[config.mk]
export PLATFORM = sky130hd
export DESIGN_NAME = wave_ctrl_dds_flat
export DESIGN_NICKNAME = d
export VERILOG_FILES = /design/src/rtl/wave_ctrl_dds_if.sv /design/src/rtl/wave_ctrl_dds.sv /design/src/flat_wrapper.sv
export SDC_FILE = /design/constraint.sdc
export NUM_CORES = 1
export LEC_CHECK = 0
export CAP_MARGIN = 5
export CORE_ASPECT_RATIO = 0.8
export CORE_MARGIN = 5
export CORE_UTILIZATION = 65
export CTS_CLUSTER_DIAMETER = 40
export DETAILED_ROUTE_END_ITERATION = 8
export HOLD_SLACK_MARGIN = 0.02
export PLACE_DENSITY = 0.86
export SETUP_SLACK_MARGIN = 0.05
export SYNTH_ARGS = -nofsm -noshare
export SYNTH_HDL_FRONTEND = slang
export SYNTH_SLANG_ARGS = --single-unit
[constraint.sdc]
create_clock -name sys_clk -period 6.9 [get_ports sys_clk]
set_input_delay 1.725 -clock sys_clk [delete_from_list [all_inputs] [get_ports sys_clk]]
set_output_delay 1.725 -clock sys_clk [all_outputs]
set_load 0.005 [all_outputs]
[src/rtl/wave_ctrl_dds_if.sv]
// Waveform select in, DAC sample out; the board selector drives master, the DDS core is slave.
// Purely combinational wires; no flow control, the DAC accepts one sample every clock.
interface wave_ctrl_dds_if;
    logic [3:0] wave_sel;
    logic [7:0] dac_data;

    modport master (output wave_sel, input dac_data);
    modport slave  (input wave_sel, output dac_data);
endinterface

[src/rtl/wave_ctrl_dds.sv]
// DDS generator: 32-bit phase accumulator indexes sine/square/triangle/sawtooth into an 8-bit DAC.
// Latency: one register stage (select latency 1 edge, 3 edges with WAVE_SEL_REG_EN synchronizer).
// Backpressure: none, free-running; a new sample is produced on every sys_clk edge.
module wave_ctrl_dds #(
    parameter logic [31:0] FREQ_CTRL  = 32'd42949,
    parameter logic [7:0]  PHASE_CTRL = 8'd0
) (
    input  logic         sys_clk,
    input  logic         sys_rst,
    wave_ctrl_dds_if.slave bus
);

    logic [31:0] phase_acc;
    logic [3:0]  sel;
    logic [7:0]  idx;
    logic [5:0]  qidx;
    logic [6:0]  mag;
    logic [7:0]  sine_val;
    logic [7:0]  sample;

`ifdef WAVE_SEL_REG_EN
    logic [3:0] sel_meta;
    logic [3:0] sel_sync;

    always_ff @(posedge sys_clk or posedge sys_rst) begin
        if (sys_rst) begin
            sel_meta <= 4'b0000;
            sel_sync <= 4'b0000;
        end else begin
            sel_meta <= bus.wave_sel;
            sel_sync <= sel_meta;
        end
    end

    assign sel = sel_sync;
`else
    assign sel = bus.wave_sel;
`endif

    // round(127*sin(2*pi*k/256)) for k = 0..63; k = 64 (the peak) is handled by the caller
    function automatic logic [6:0] quarter_sine(input logic [5:0] k);
        case (k)
            6'd0:  return 7'd0;   6'd1:  return 7'd3;   6'd2:  return 7'd6;   6'd3:  return 7'd9;
            6'd4:  return 7'd12;  6'd5:  return 7'd16;  6'd6:  return 7'd19;  6'd7:  return 7'd22;
            6'd8:  return 7'd25;  6'd9:  return 7'd28;  6'd10: return 7'd31;  6'd11: return 7'd34;
            6'd12: return 7'd37;  6'd13: return 7'd40;  6'd14: return 7'd43;  6'd15: return 7'd46;
            6'd16: return 7'd49;  6'd17: return 7'd51;  6'd18: return 7'd54;  6'd19: return 7'd57;
            6'd20: return 7'd60;  6'd21: return 7'd63;  6'd22: return 7'd65;  6'd23: return 7'd68;
            6'd24: return 7'd71;  6'd25: return 7'd73;  6'd26: return 7'd76;  6'd27: return 7'd78;
            6'd28: return 7'd81;  6'd29: return 7'd83;  6'd30: return 7'd85;  6'd31: return 7'd88;
            6'd32: return 7'd90;  6'd33: return 7'd92;  6'd34: return 7'd94;  6'd35: return 7'd96;
            6'd36: return 7'd98;  6'd37: return 7'd100; 6'd38: return 7'd102; 6'd39: return 7'd104;
            6'd40: return 7'd106; 6'd41: return 7'd107; 6'd42: return 7'd109; 6'd43: return 7'd111;
            6'd44: return 7'd112; 6'd45: return 7'd113; 6'd46: return 7'd115; 6'd47: return 7'd116;
            6'd48: return 7'd117; 6'd49: return 7'd118; 6'd50: return 7'd120; 6'd51: return 7'd121;
            6'd52: return 7'd122; 6'd53: return 7'd122; 6'd54: return 7'd123; 6'd55: return 7'd124;
            6'd56: return 7'd125; 6'd57: return 7'd125; 6'd58: return 7'd126; 6'd59: return 7'd126;
            6'd60: return 7'd126; 6'd61: return 7'd127; 6'd62: return 7'd127; default: return 7'd127;
        endcase
    endfunction

    assign idx  = phase_acc[31:24] + PHASE_CTRL;
    assign qidx = idx[6] ? (6'd0 - idx[5:0]) : idx[5:0];

    always_comb begin
        mag = quarter_sine(qidx);
        // Falling quarter at offset 0 is the crest itself, which the 64-entry table cannot address
        if (idx[6] && (idx[5:0] == 6'd0)) begin
            mag = 7'd127;
        end
        sine_val = idx[7] ? (8'd128 - {1'b0, mag}) : (8'd128 + {1'b0, mag});
    end

    always_comb begin
        sample = 8'd0;
        case (sel)
            4'b0001: sample = sine_val;
            4'b0010: sample = idx[7] ? 8'd0 : 8'd255;
            4'b0100: sample = idx[7] ? {~idx[6:0], 1'b0} : {idx[6:0], 1'b0};
            4'b1000: sample = idx;
            default: sample = 8'd0;
        endcase
    end

    always_ff @(posedge sys_clk or posedge sys_rst) begin
        if (sys_rst) begin
            phase_acc    <= 32'd0;
            bus.dac_data <= 8'd0;
        end else begin
            phase_acc    <= phase_acc + FREQ_CTRL;
            bus.dac_data <= sample;
        end
    end

endmodule

[src/flat_wrapper.sv]
// flat-port wrapper written by rule: the top's interface ports become plain ports
module wave_ctrl_dds_flat 
#(
    parameter logic [31:0] FREQ_CTRL  = 32'd42949,
    parameter logic [7:0]  PHASE_CTRL = 8'd0
)
  (sys_clk, sys_rst, bus_wave_sel, bus_dac_data);
  wave_ctrl_dds_if bus_i ();
  input  logic sys_clk;
  input  logic sys_rst;
  input wire logic [$bits(bus_i.wave_sel)-1:0] bus_wave_sel;
  output wire logic [$bits(bus_i.dac_data)-1:0] bus_dac_data;
  assign bus_i.wave_sel = bus_wave_sel;
  assign bus_dac_data = bus_i.dac_data;
  wave_ctrl_dds #(.FREQ_CTRL(FREQ_CTRL), .PHASE_CTRL(PHASE_CTRL)) u_core (.sys_clk(sys_clk), .sys_rst(sys_rst), .bus(bus_i));
endmodule
==> key figures <==
Run status
  – Status: complete, no violations

Timing
  – Skew final: 8.88 ps
  – Minimum clock period: 4770 ps
  – Final Setup Violations: 0
  – Final Hold Fails: 0
  – Pins Over Slew Limit: 0
  – Worst-margin pin slew: 1210 ps
  – F_max: 210 MHz
  – Final period utilization: 69.2%
  – Slew HR: 18.8%
  – RSZ-0062 raised after global routing: no
  – Setup TNS: 0 ps

Critical path
  – Worst reg2reg startpoint: u_core.phase_acc[24]$_DFF_PP0_
  – CP max-delay cell: a211oi_1
  – Worst r2r path cells: 13
  – Critical path required time: 7050 ps
  – Worst R2R Setup Slack: 2130 ps
  – WP data arrival: 4920 ps
  – Worst setup EP type: flop
  – CP Cell Sequence: inv_1, ha_1, or3b_1, a211oi_1, a221oi_1, a221oi_1, or4_1, inv_1, ha_1, nor2b_1, a21o_1, xnor2_1, o211ai_1
  – Crit path launch: u_core.phase_acc[24]$_DFF_PP0_
  – Max incr delay on CP: 960 ps
  – Worst Path Max Fanout: 24
  – Worst r2r dst: u_core.bus.dac_data[4]$_DFF_PP0_
  – Startpoint types: flop
  – Setup CP Type: reg2reg

Route
  – DR iter-0 viols: 275
  – DR vias: 2781
  – DR vias/cell: 6.75
  – Drt total wl: 7480 um
  – Drt wl/cell: 18.2 um
  – DRT Pass-1 Iters: 5
  – Post-DRT Antenna Nets: 0
  – Residual DRC count: 0

Synthesis
  – EDFF count, synth: 0
  – Register area share after synthesis: 32.3%
  – Synth Flop Type: dfrtp_1
  – YS warnings: 0
  – Syn_nets: 366
  – Yosys cell types: 66
  – Syn Inst Count: 350
  – Yosys reg bits: 40
  – Syn Area/Cell: 8.86 um2
  – Synth Cell Area: 3100 um2
  – Fraction of registers with async set/reset: 100%

Clock network
  – Post-CTS Resized: 0
  – CTS Sinks: 40
  – CTS Buf Count: 5
  – TritonCTS clock tree: yes
  – Root Buffer: clkbuf_8
  – # Post-CTS Setup Buffers: 0
  – CTS Hold Buffers Added: 0
  – CTS Buffer Depth: 2
  – Clk pin slew, worst setup/hold paths: 70 ps
  – Worst skew pair latency: 290 ps
  – H-tree depth: 2

Final layout
  – Commonest non-fill, non-tap cell in the layout: dfrtp_1
  – Finished Cell Area: 3310 um2
  – Diode count: 0
  – Final #Nets: 367
  – Most frequent cells in the layout: dfrtp_1 (40), nor2_1 (25), xnor2_1 (24)
  – Share of cells above drive strength 1: 7.67%
  – P&R area growth vs syn: 6.78%

Global routing
  – Number of global-route vias before repair: 2495
  – Gr usage total: 25.2%
  – Largest net degree at the start of global routing: 41
  – Antenna violations before repair: 0
  – First-pass GRT wire length: 12700 um
  – Total gr overflow: 0

Place
  – GPL Wtd Cong: 1.06
  – Hpwl dp: 5420 um
  – Port bufs: 13
  – Post-DP Area: 3220 um2

Worst hold path
  – Hold Path Depth: 1
  – HP Class: reg2reg
  – HP Start: u_core.phase_acc[0]$_DFF_PP0_
  – End of the worst hold path: u_core.phase_acc[0]$_DFF_PP0_

Power
  – VDD IR max: 0.000154 V
  – Total power: 400 uW
  – LEAKAGE: 0.00140 uW
  – Power Density: 121 nW/um2

Die
  – Die width: 87.2 um
  – FP Rows: 22
  – Die ar.: 6260 um2
  – IO Pins: 14
  – Core box area: 4600 um2
  – Die Y: 71.8 um
  – Initial Utilization: 67.5%

Flow run
  – Maxcap violations: 0
==> metal layers <==
layer | GRT usage [%] | wire length, um
met3 | 6.09 | 873
met5 | 0 | 0
met4 | 4.26 | 42
met1 | 40.5 | 3400
met2 | 34.2 | 3170
==> worst max path at each step <==
stage                                                   to  slack [ps]  cells past startpoint
after global placement    u_core.bus.dac_data[6]$_DFF_PP0_        2460                     13
final                     u_core.bus.dac_data[4]$_DFF_PP0_        2130                     13
after floorplan           u_core.bus.dac_data[6]$_DFF_PP0_        3010                     18
after global routing      u_core.bus.dac_data[4]$_DFF_PP0_        1680                     13
after detailed placement  u_core.bus.dac_data[4]$_DFF_PP0_        2230                     13
after CTS                 u_core.bus.dac_data[4]$_DFF_PP0_        2220                     13
==> registers in the layout, summed over array words and instances (netlist names) <==
register	cells
u_core.phase_acc	32
u_core.bus.dac_data	8
==> cell usage after synthesis (all sizes together) (3+ instances only) <==
cell,number,area (um2)
o21ai,18,93.8
o31ai,3,27.5
a21o,4,30.0
o221ai,3,26.3
nand4,5,31.3
nor2b,5,31.3
dfrtp,40,1000
o22ai,3,18.8
a22oi,8,60.1
xor2,22,200
nand2b,4,25.0
nand2,22,82.6
nand3,13,65.1
nor2,26,100
and2,4,25.0
a31oi,4,25.0
buf,14,78.8
o211ai,14,115
mux2i,6,60.1
ha,10,125
o21a,3,22.5
xnor2,24,210
clkbuf,9,33.8
nand3b,5,37.5
a21oi,16,80.1
a211oi,4,30.0
nor3,7,40.0
mux2,3,33.8
inv,12,45.0
==> metrics by stage <==
step,cells,util [%],setup slack (ps),hold slack [ps]
6_report,412,72.0,2130,471
5_1_grt,412,72.0,1680,492
4_1_cts,412,72.0,2220,470
3_5_place_dp,404,70.1,2230,460
3_3_place_gp,404,70.1,2460,442
2_1_floorplan,350,-,3010,422
==> kinds of logic after synthesis <==
| family | synth area share, % |
|---|---|
| AOI/OAI and AO/OA | 24.7 |
| buffers and inverters | 5.08 |
| muxes | 3.03 |
| and+or+nand+nor | 17.7 |
| adders and majority gates | 4.03 |
| DFF | 32.3 |
| xor gates and xnor gates | 13.2 |
==> area by class of cell <==
type | count | area, um2
clock inverter | 3 | 18.8
sequential | 40 | 1000
timing repair buffer | 17 | 160
fill | 346 | 1280
inverter | 12 | 45.0
multi-input combinational | 275 | 1940
tap | 60 | 75.1
clock buffer | 5 | 68.8
==> critical path, delay by kind of cell (launching register included) <==
| family | cells | cell delay, ps |
|---|---|---|
| AO/OA/AOI/OAI | 5 | 1800 |
| adder cells (fa/ha/maj) | 2 | 890 |
| AND/OR/NAND/NOR | 3 | 770 |
| flip-flops | 1 | 620 |
| buffers and inverters | 2 | 360 |
| XOR/XNOR | 1 | 180 |
==> power by group <==
part / switching (uW) / leakage (uW) / internal (uW) / total (uW)
sequential: 0.382 / 0.000515 / 236 / 236
combinational: 8.95 / 0.000832 / 6.93 / 15.9
clock: 77.9 / 0.0000479 / 70.4 / 148
total: 87.2 / 0.00140 / 313 / 400
Power figures use the tool's default switching activity.
